## src/rtl/udp_pkg.sv

```systemverilog
// Shared definitions for the UDP transmit scheduler: FSM encoding,
// default payload limit and a small one-hot helper.
package udp_pkg;

  typedef enum logic [3:0] {
    ARP_REQ,
    ARP_SEND,
    ARP_WAIT,
    IDLE,
    REQ,
    STREAM,
    SEND_WAIT,
    GAP,
    CHECK
  } state_e;

  localparam logic [15:0] MAX_LEN_DEFAULT = 16'd1472;

  function automatic logic [1:0] onehot2(input logic idx);
    return idx ? 2'b10 : 2'b01;
  endfunction

endpackage

```

## src/rtl/rr_arb2.sv

```systemverilog
// Two-requester round-robin picker: the channel granted last time has the
// lower priority. Purely combinational; the owner register lives in the top.
module rr_arb2 (
  input  logic [1:0] req_i,
  input  logic       last_i,
  output logic       vld_o,
  output logic       idx_o
);

  always_comb begin
    vld_o = |req_i;
    idx_o = 1'b0;
    if (last_i) idx_o = req_i[0] ? 1'b0 : 1'b1;
    else        idx_o = req_i[1] ? 1'b1 : 1'b0;
  end

endmodule

```

## src/rtl/udp_tx_scheduler.sv

```systemverilog
// Shares one UDP stack transmit port between two payload sources: resolves the
// destination MAC via ARP, then grants frames round-robin with an inter-frame gap.
module udp_tx_scheduler
  import udp_pkg::*;
#(
  parameter logic [31:0] ARP_TIMEOUT = 32'd125_000_000,
  parameter logic [15:0] IFG_CYCLES  = 16'd12,
  parameter logic [15:0] MAX_LEN     = MAX_LEN_DEFAULT
) (
  input  logic        rgmii_clk,
  input  logic        rstn,
  input  logic [1:0]  req,
  input  logic [15:0] len0,
  input  logic [15:0] len1,
  input  logic [1:0]  din_valid,
  input  logic [7:0]  din0,
  input  logic [7:0]  din1,
  output logic [1:0]  grant,
  output logic [1:0]  data_req,
  output logic [1:0]  done,
  output logic        err,
  output logic        link_ready,
  output logic        app_data_request,
  output logic [15:0] app_data_length,
  output logic        app_data_in_valid,
  output logic [7:0]  app_data_in,
  input  logic        udp_send_ack,
  input  logic        arp_found,
  input  logic        mac_not_exist,
  input  logic        mac_send_end,
  output logic        arp_req
);

  state_e      state_q, state_d;
  logic [31:0] tmo_q, tmo_d;
  logic [15:0] bcnt_q, bcnt_d;
  logic [15:0] gap_q, gap_d;
  logic        last_q, last_d;
  logic        gidx_q, gidx_d;
  logic [15:0] len_q, len_d;
  logic [1:0]  grant_q, grant_d;
  logic [1:0]  data_req_q, data_req_d;
  logic [1:0]  done_q, done_d;
  logic        err_q, err_d;
  logic        link_q, link_d;
  logic        app_req_q, app_req_d;
  logic [15:0] app_len_q, app_len_d;
  logic        app_vld_q, app_vld_d;
  logic [7:0]  app_din_q, app_din_d;
  logic        arp_req_q, arp_req_d;

  logic        arb_vld, arb_idx;
  logic [15:0] sel_len;
  logic [7:0]  sel_din;
  logic [15:0] bcnt_inc;
  logic        tmo_hit, gap_hit;

  function automatic logic len_ok(input logic [15:0] l);
    return (l != 16'd0) && (l <= MAX_LEN);
  endfunction

  function automatic logic [31:0] sat_inc32(input logic [31:0] v);
    return (v == 32'hFFFF_FFFF) ? v : v + 32'd1;
  endfunction

  function automatic logic [15:0] sat_inc16(input logic [15:0] v);
    return (v == 16'hFFFF) ? v : v + 16'd1;
  endfunction

  // The channel whose done is on the wire this cycle still holds req; mask it
  // so it is not re-granted before it can drop the request.
  rr_arb2 u_arb (
    .req_i  (req & ~done_q),
    .last_i (last_q),
    .vld_o  (arb_vld),
    .idx_o  (arb_idx)
  );

  assign sel_len  = arb_idx ? len1 : len0;
  assign sel_din  = gidx_q ? din1 : din0;
  assign bcnt_inc = sat_inc16(bcnt_q);
  assign tmo_hit  = (ARP_TIMEOUT == 32'd0) || (tmo_q >= ARP_TIMEOUT - 32'd1);
  assign gap_hit  = (IFG_CYCLES == 16'd0) || (gap_q >= IFG_CYCLES - 16'd1);

  always_comb begin
    state_d    = state_q;
    tmo_d      = sat_inc32(tmo_q);
    bcnt_d     = bcnt_q;
    gap_d      = gap_q;
    last_d     = last_q;
    gidx_d     = gidx_q;
    len_d      = len_q;
    grant_d    = grant_q;
    data_req_d = data_req_q;
    done_d     = 2'b00;
    err_d      = 1'b0;
    link_d     = link_q;
    app_req_d  = app_req_q;
    app_len_d  = app_len_q;
    app_vld_d  = 1'b0;
    app_din_d  = app_din_q;
    arp_req_d  = 1'b0;

    case (state_q)
      ARP_REQ: begin
        arp_req_d = 1'b1;
        link_d    = 1'b0;
        state_d   = ARP_SEND;
      end
      ARP_SEND: if (mac_send_end) state_d = ARP_WAIT;
      ARP_WAIT: begin
        if (arp_found) begin
          link_d  = 1'b1;
          state_d = IDLE;
        end else if (tmo_hit) begin
          state_d = ARP_REQ;
        end
      end
      IDLE: begin
        if (arb_vld) begin
          gidx_d  = arb_idx;
          last_d  = arb_idx;
          len_d   = sel_len;
          grant_d = onehot2(arb_idx);
          if (len_ok(sel_len)) begin
            app_req_d = 1'b1;
            app_len_d = sel_len;
          end
          state_d = REQ;
        end
      end
      REQ: begin
        if (!len_ok(len_q)) begin
          done_d  = grant_q;
          err_d   = 1'b1;
          grant_d = 2'b00;
          state_d = IDLE;
        end else if (udp_send_ack) begin
          app_req_d  = 1'b0;
          app_len_d  = 16'd0;
          data_req_d = grant_q;
          bcnt_d     = 16'd0;
          state_d    = STREAM;
        end else if (tmo_hit) begin
          app_req_d = 1'b0;
          app_len_d = 16'd0;
          done_d    = grant_q;
          err_d     = 1'b1;
          grant_d   = 2'b00;
          state_d   = CHECK;
        end
      end
      STREAM: begin
        if (din_valid[gidx_q]) begin
          app_vld_d = 1'b1;
          app_din_d = sel_din;
          bcnt_d    = bcnt_inc;
          if (bcnt_inc >= len_q) begin
            data_req_d = 2'b00;
            state_d    = SEND_WAIT;
          end
        end
      end
      SEND_WAIT: begin
        if (mac_send_end) begin
          done_d  = grant_q;
          grant_d = 2'b00;
          state_d = (IFG_CYCLES == 16'd0) ? CHECK : GAP;
        end
      end
      GAP: begin
        gap_d = sat_inc16(gap_q);
        if (gap_hit) state_d = CHECK;
      end
      CHECK: begin
        if (mac_not_exist) begin
          link_d  = 1'b0;
          state_d = ARP_REQ;
        end else begin
          state_d = IDLE;
        end
      end
      default: state_d = ARP_REQ;
    endcase

    // Both wait counters measure time spent in the current state only.
    if (state_d != state_q) begin
      tmo_d = 32'd0;
      gap_d = 16'd0;
    end
  end

  always_ff @(posedge rgmii_clk) begin
    if (!rstn) begin
      state_q    <= ARP_REQ;
      tmo_q      <= 32'd0;
      bcnt_q     <= 16'd0;
      gap_q      <= 16'd0;
      last_q     <= 1'b1;
      gidx_q     <= 1'b0;
      len_q      <= 16'd0;
      grant_q    <= 2'b00;
      data_req_q <= 2'b00;
      done_q     <= 2'b00;
      err_q      <= 1'b0;
      link_q     <= 1'b0;
      app_req_q  <= 1'b0;
      app_len_q  <= 16'd0;
      app_vld_q  <= 1'b0;
      app_din_q  <= 8'd0;
      arp_req_q  <= 1'b0;
    end else begin
      state_q    <= state_d;
      tmo_q      <= tmo_d;
      bcnt_q     <= bcnt_d;
      gap_q      <= gap_d;
      last_q     <= last_d;
      gidx_q     <= gidx_d;
      len_q      <= len_d;
      grant_q    <= grant_d;
      data_req_q <= data_req_d;
      done_q     <= done_d;
      err_q      <= err_d;
      link_q     <= link_d;
      app_req_q  <= app_req_d;
      app_len_q  <= app_len_d;
      app_vld_q  <= app_vld_d;
      app_din_q  <= app_din_d;
      arp_req_q  <= arp_req_d;
    end
  end

  assign grant             = grant_q;
  assign data_req          = data_req_q;
  assign done              = done_q;
  assign err               = err_q;
  assign link_ready        = link_q;
  assign app_data_request  = app_req_q;
  assign app_data_length   = app_len_q;
  assign app_data_in_valid = app_vld_q;
  assign app_data_in       = app_din_q;
  assign arp_req           = arp_req_q;

endmodule
```

## config.mk

```make
export PLATFORM = sky130hd
export DESIGN_NAME = udp_tx_scheduler
export DESIGN_NICKNAME = d
export VERILOG_FILES = /design/src/rtl/udp_pkg.sv /design/src/rtl/rr_arb2.sv /design/src/rtl/udp_tx_scheduler.sv
export SDC_FILE = /design/constraint.sdc
export NUM_CORES = 1
export LEC_CHECK = 0
export BUFFER_PORTS_ARGS = -buffer_cell sky130_fd_sc_hd__clkbuf_2
export CAP_MARGIN = 20
export CORE_ASPECT_RATIO = 1.5
export CORE_MARGIN = 3
export CORE_UTILIZATION = 58
export CTS_CLUSTER_DIAMETER = 120
export DETAILED_ROUTE_END_ITERATION = 12
export PLACE_DENSITY = 0.87
export SETUP_SLACK_MARGIN = 0.2
export SYNTH_ARGS = -nofsm -noshare
export SYNTH_HDL_FRONTEND = slang
export SYNTH_SLANG_ARGS = --single-unit
```

## constraint.sdc

```tcl
create_clock -name rgmii_clk -period 4.05 [get_ports rgmii_clk]
set_input_delay 0.6075 -clock rgmii_clk [delete_from_list [all_inputs] [get_ports rgmii_clk]]
set_output_delay 0.6075 -clock rgmii_clk [all_outputs]
set_load 0.05 [all_outputs]
```

==> results of run 1 <==
[metrics by stage]
step                      hold slack (ns)  total power [uW]  std cells  worst slack (ns)
after floorplan                     0.435              1650        773             0.415
after global placement              0.444              1770        988             0.146
after detailed placement            0.447              1780        988         0.0000635
after CTS                           0.458              3420       1022             0.222
after global routing                0.478              3610       1030             0.172
final                               0.455              3520       1030             0.204
[path summary, 6_finish.rpt]
kind | endpoint | depth (start not counted) | slack [ns] | start
max | tmo_q[3] | 15 | 0.20 | bcnt_q[3]
min | app_data_length[6] | 2 | 0.45 | app_data_length[6]
max reg2reg | tmo_q[3] | 15 | 0.20 | bcnt_q[3]
min reg2reg | app_data_length[6] | 2 | 0.45 | app_data_length[6]
[critical path, delay by kind of cell (launching register included)]
family | cells | cell delay [ns]
compound gates | 4 | 1.00
mux | 1 | 0.12
flops | 1 | 0.37
simple gates | 5 | 1.31
buf+inv | 3 | 0.58
fa+ha+maj | 1 | 0.19
xor+xnor | 1 | 0.17
[layout make-up]
class,count,area (um^2)
fillers,774,3030
flip-flops and latches,121,2430
multi-input cells,591,4070
inverters,24,90.1
well taps,147,184
clock buffers,19,453
repair buffers,115,727
clock inverters,13,193
[state kept, by name, indices dropped and copies added (netlist names), 2 cells and up]
signal	count
gap_q	16
app_data_in	8
bcnt_q	16
app_data_length	16
done	2
state_q	4
tmo_q	32
len_q	16
data_req	2
grant	2
[repair_timing]
item	4_1_cts	5_1_grt
pin swaps	2	4
resized for setup	6	9
buffers inserted	1	4
endpoints found under the setup margin	48	47
cloned	1	4
[cells in the final DEF, fill, tap and decap left out, types with 4 or more instances in the layout]
master     count
a211oi_1      19
a21o_1         4
a21oi_1       24
a22o_1         4
a31oi_1        6
and2_1        11
and3_1        16
and4_1        13
buf_4         16
bufinv_16      4
clkbuf_16     20
clkbuf_2      92
clkinv_4       5
dfxtp_1      117
ha_1          19
inv_1         23
mux2_2        14
mux2i_1       41
nand2_1       64
nand2b_1       5
nand3_1       27
nand4_1       24
nor2_1        74
nor2b_1        7
nor3_1        35
nor3_2        20
nor3b_1       11
nor4_1        11
o211ai_1       6
o21ai_0       26
o31ai_1        8
or4_1          5
xnor2_1       36
xor2_1        18
[kinds of logic after synthesis]
group / share of synthesized area [%]
DFF: 36.2
muxes: 8.79
xor gates and xnor gates: 7.07
buffers and inverters: 4.06
and+or+nand+nor: 28.6
AOI/OAI and AO/OA: 11.7
adders and majority gates: 3.56
[per-layer routing]
metal	global-route usage [%]	vias to the layer above
met5	0	-
met4	14.6	0
met3	6.83	85
met2	51.5	324
met1	27.9	3001
li1	-	3004
[power groups by stage]
stage          Sequential (uW)  Combinational (uW)  Clock (uW)
2_1_floorplan             1300                 344           0
3_3_place_gp              1270                 493           0
3_5_place_dp              1270                 502           0
4_1_cts                   1250                 534        1640
5_1_grt                   1250                 664        1690
6_report                  1250                 624        1640
==> reports/metrics.csv, run 1 <==
metric;value;unit
status;complete, no violations;
synth_seq_area_share;36.2;%
setup_tns;0;ns
antenna_found_initial;0;
synthArstFlopShare;0;%
crit_top_cell;buf_4;
die_height;138;um
syn_inst;773;
crit_arrival;4.17;ns
rsz0062_at_grt;no;
numClockSinks;121;
clock_path_buffers;2;
crit_type;flip-flop to flip-flop;
ir_worst_vdd;0.000323;V
finClkSkew;0.0104;ns
crit_path_max_fanout;9;
hold_viol_final;0;
cts-htree-levels;4;
finalMaxSlewViolations;0;
grt_usage;27.6;%
antenna_cells;0;
die_x;93.7;um
required;4.37;ns
utilization;72.9;%
drt_iter0_drc;491;
critical-path-max-stage-delay;0.43;ns
path_cells;and4_4 -> nand4_1 -> or3_4 -> buf_4 -> and3_1 -> xor2_1 -> ha_1 -> a21o_1 -> a2111oi_2 -> o211ai_1 -> buf_4 -> a21oi_2 -> mux2i_4 -> buf_4 -> nor4_1;
cts_buffers;17;
pwr-share-comb;17.8;%
worst_slew_pin_slew;0.890;ns
ctsHoldBuffers;0;
vias;6414;
synth_most_common_cell;dfxtp_1;
coreArea;11200;um^2
yosysUniqueCellTypes;60;
initial_core_util;59.8;%
hpwl;12000;um
period_needed;3.85;ns
p_int;2530;uW
placed_area;7300;um^2
syn2layout_area_growth;21.8;%
synth.largest_area_cell;dfxtp_1;
routabilityCongestion;0.870;
drive_above_1_share;23.1;%
syn_nets;850;
power_frac_seq;35.6;%
cts_tree;yes;
drc;0;
clkPwrFrac;46.7;%
yosysTopAreaCellShare;36.2;%
yosys-top-cells-count;dfxtp_1, nor2_1, nand2_1, mux2i_1, xnor2_1;
io_buffers;92;
yosys_most_used_dff;dfxtp_1;
ioPinCount;93;
post-route-period-util;95.0;%
synthTopCellsByArea;dfxtp_1, mux2i_1, xnor2_1;
p_leak;0.00306;uW
syn_area;6690;um^2
setup_viol;0;
top_layer;met4;
drtPass1Iterations;5;
nNetsFinal;947;
via_per_inst;6.23;
postLayoutCellArea;8140;um^2
avgSynthCellArea;8.65;um^2
postRouteWirelength;18500;um
wl_met1;6570;um
cap_violations;0;
path_clk_slew;0.06;ns
clk_root_buffer_cell;clkbuf_16;
grt_pass1_vias;6128;
slowest_stage;or3_4;
slew_headroom;40.2;%
power.density;432;nW/um^2
grt_max_degree;49;
wl_per_cell;18.0;um
synth_edf_count;0;
row_count;47;
hp-class;flip-flop to flip-flop;
p_sw;985;uW
max_freq;260;MHz
drtAntennaViolNets;0;
synth_seq_cells;121;
end_kind;flip-flop;
dieArea;12900;um^2
overflow;0;
clk_latency;0.43;ns
wl_met3;1310;um
cp-start-kind;flip-flop;
grt_pass1_wl;28300;um
wl_met2;9740;um
p_sw_share;28.0;%
yosysWarnings;0;
No activity file was read; power rests on OpenSTA's default activity.
==> inputs of run 2 (changes only) <==
--- a/config.mk
+++ b/config.mk
@@ -12,7 +12,7 @@
 export CORE_UTILIZATION = 58
 export CTS_CLUSTER_DIAMETER = 120
 export DETAILED_ROUTE_END_ITERATION = 12
-export PLACE_DENSITY = 0.87
+export PLACE_DENSITY_LB_ADDON = 0.12
 export SETUP_SLACK_MARGIN = 0.2
 export SYNTH_ARGS = -nofsm -noshare
 export SYNTH_HDL_FRONTEND = slang
==> run 2 against run 1 <==
- clock skew up 0.00053 ns
- sequential power about the same
- critical path depth unchanged
- via count down 1.8%
- routed wire length down 3.1%
- combinational power up 3.2%
- sequential cell count unchanged
- sequential share of layout area down 0.28 points
- final cell count up 0.78%
- non-clock buffer count up 9
- clock power down 9.8%
- register-to-register slack better by 0.11 ns
- critical path type unchanged
==> reports/metrics.csv, run 2 (synthesized netlist as in run 1, its figures left out) <==
metric;value;unit;change
drtAntennaViolNets;0;;unchanged
end_kind;flip-flop;;
crit_type;flip-flop to flip-flop;;
r2r_cells;15;;unchanged
initial_core_util;59.8;%;unchanged
top_usage_layer;met2;;
finClkSkew;0.0109;ns;+0.000528 ns
critical-path-max-stage-delay;0.39;ns;-0.04 ns
crit_path_max_fanout;6;;-3
dieArea;12900;um^2;unchanged
numClockSinks;121;;unchanged
grt_usage;27.5;%;-0.14 points
cts_tree;yes;;
post-route-period-util;92.3;%;-2.7 points
cp.depth;15;;unchanged
max_freq;268;MHz;+2.9%
clk_latency;0.42;ns;about the same
use_met1;27.7;%;-0.17 points
slew_headroom;39.7;%;-0.51 points
worst_slew_pin_slew;0.901;ns;+0.0115 ns
row_count;47;;unchanged
cp-start-kind;flip-flop;;
vias;6301;;-1.8%
hp-class;flip-flop to flip-flop;;
worst_slack;0.312;ns;+0.108 ns
path_clk_slew;0.06;ns;about the same
overflow;0;;unchanged
min_delay_path_depth;2;;unchanged
grt_pass1_vias;6185;;+0.93%
ir_worst_vdd;0.000274;V;-15%
fin_hold_ws;0.454;ns;-0.000964 ns
antenna_cells;0;;unchanged
top_register;tmo_q;;
power.density;410;nW/um^2;-5.1%
die_x;93.7;um;unchanged
drive_above_1_share;24.9;%;+1.8 points
drt_iter0_drc;293;;-40%
nNetsFinal;956;;+0.95%
clk_root_buffer_cell;clkbuf_16;;
seq_area;2430;um^2;about the same
path_buf_inv;3;;unchanged
ioPinCount;93;;unchanged
period_needed;3.74;ns;-0.108 ns
multi_input_area;4160;um^2;+2.4%
p_leak;0.00314;uW;+2.5%
cts-htree-levels;4;;unchanged
slowest_stage;or3_4;;
rsz0062_at_grt;yes;;
grt_pass1_wl;28200;um;-0.22%
layout_common_cells;dfxtp_1, clkbuf_2, nor2_1;;
grt_use_met3;6.12;%;-0.71 points
use_met2;52.2;%;+0.80 points
largest_reg_flops;32;;unchanged
die_height;138;um;unchanged
required;4.38;ns;about the same
cts_buffers;17;;unchanged
path_cells;and4_4 -> nand4_1 -> or3_4 -> buf_6 -> nand4_1 -> xnor2_2 -> ha_2 -> a211o_1 -> a2111oi_2 -> o211ai_1 -> buf_4 -> o211ai_1 -> nand3_4 -> buf_12 -> nor4_4;;
crit_arrival;4.07;ns;-0.10 ns
via_per_inst;6.07;;-2.5%
crit_family;simple AND/OR/NAND/NOR gates;;
final_common_cell;dfxtp_1;;
clock_path_buffers;2;;unchanged
routabilityCongestion;0.869;;-0.17%
finalMaxSlewViolations;0;;unchanged
postLayoutCellArea;8220;um^2;+1.0%
placed_area;7340;um^2;+0.45%
setup_tns;0;ns;unchanged
wl_per_cell;17.3;um;-3.9%
grt_max_degree;49;;unchanged
syn2layout_area_growth;23.0;%;
antenna_found_initial;0;;unchanged
n_fill_cell;832;;+7.5%
status;complete, no violations;;
drc;0;;unchanged
drtPass1Iterations;5;;unchanged
cap_violations;0;;unchanged
postRouteWirelength;17900;um;-3.1%
io_buffers;92;;unchanged
dp_slack;0.0253;ns;+0.0252 ns
hpwl;12400;um;+3.0%
coreArea;11200;um^2;unchanged
setup_viol;0;;unchanged
hold_viol_final;0;;unchanged
[run 2: power by group]
group,switching (uW),leakage [uW],total (uW),internal (uW)
registers,23.2,0.000978,1240,1220
logic,397,0.00187,644,248
clock network,521,0.000293,1480,962
[run 2: cell type report]
cell class,instances,share of cell area [%]
Clock buffer,23,5.93
Inverter,24,1.10
Tap cell,147,2.24
Timing Repair Buffer,124,9.40
Sequential cell,121,29.6
Multi-Input combinational cell,591,50.6
Clock inverter,8,1.14
[run 2: worst register-to-register path, stage by stage (launching register included)]
cell	delay, ns
dfxtp_4	0.37
and4_4	0.24
nand4_1	0.15
or3_4	0.39
buf_6	0.14
nand4_1	0.15
xnor2_2	0.12
ha_2	0.21
a211o_1	0.32
a2111oi_2	0.29
o211ai_1	0.20
buf_4	0.18
o211ai_1	0.26
nand3_4	0.21
buf_12	0.20
nor4_4	0.24
[run 2: metrics by stage]
step                cells  util, %  total power, uW
global route         1038     73.6             3490
detailed placement    994     65.7             1790
floorplan             773        -             1650
global placement      994     65.7             1770
finish               1038     73.6             3370
CTS                  1026     71.1             3280
[run 2: final timing paths]
kind	slack [ns]	start	to
min	0.45	bcnt_q[9]	bcnt_q[9]
min reg2reg	0.45	bcnt_q[9]	bcnt_q[9]
max reg2reg	0.31	bcnt_q[4]	tmo_q[6]
max	0.31	bcnt_q[4]	tmo_q[6]
[run 2: repair_timing]
item / in CTS / in global routing
setup endpoints to repair: 39 / 48
setup buffers: 0 / 8
pin swaps: 1 / 16
gates resized for setup: 5 / 29
cloned: 1 / 4
hold buffers: 0 / 0
[run 2: per-layer routing]
layer	wire, um	share of wire (%)
met5	0	0
met4	673	3.8
met3	929	5.2
met2	9900	55
met1	6440	36
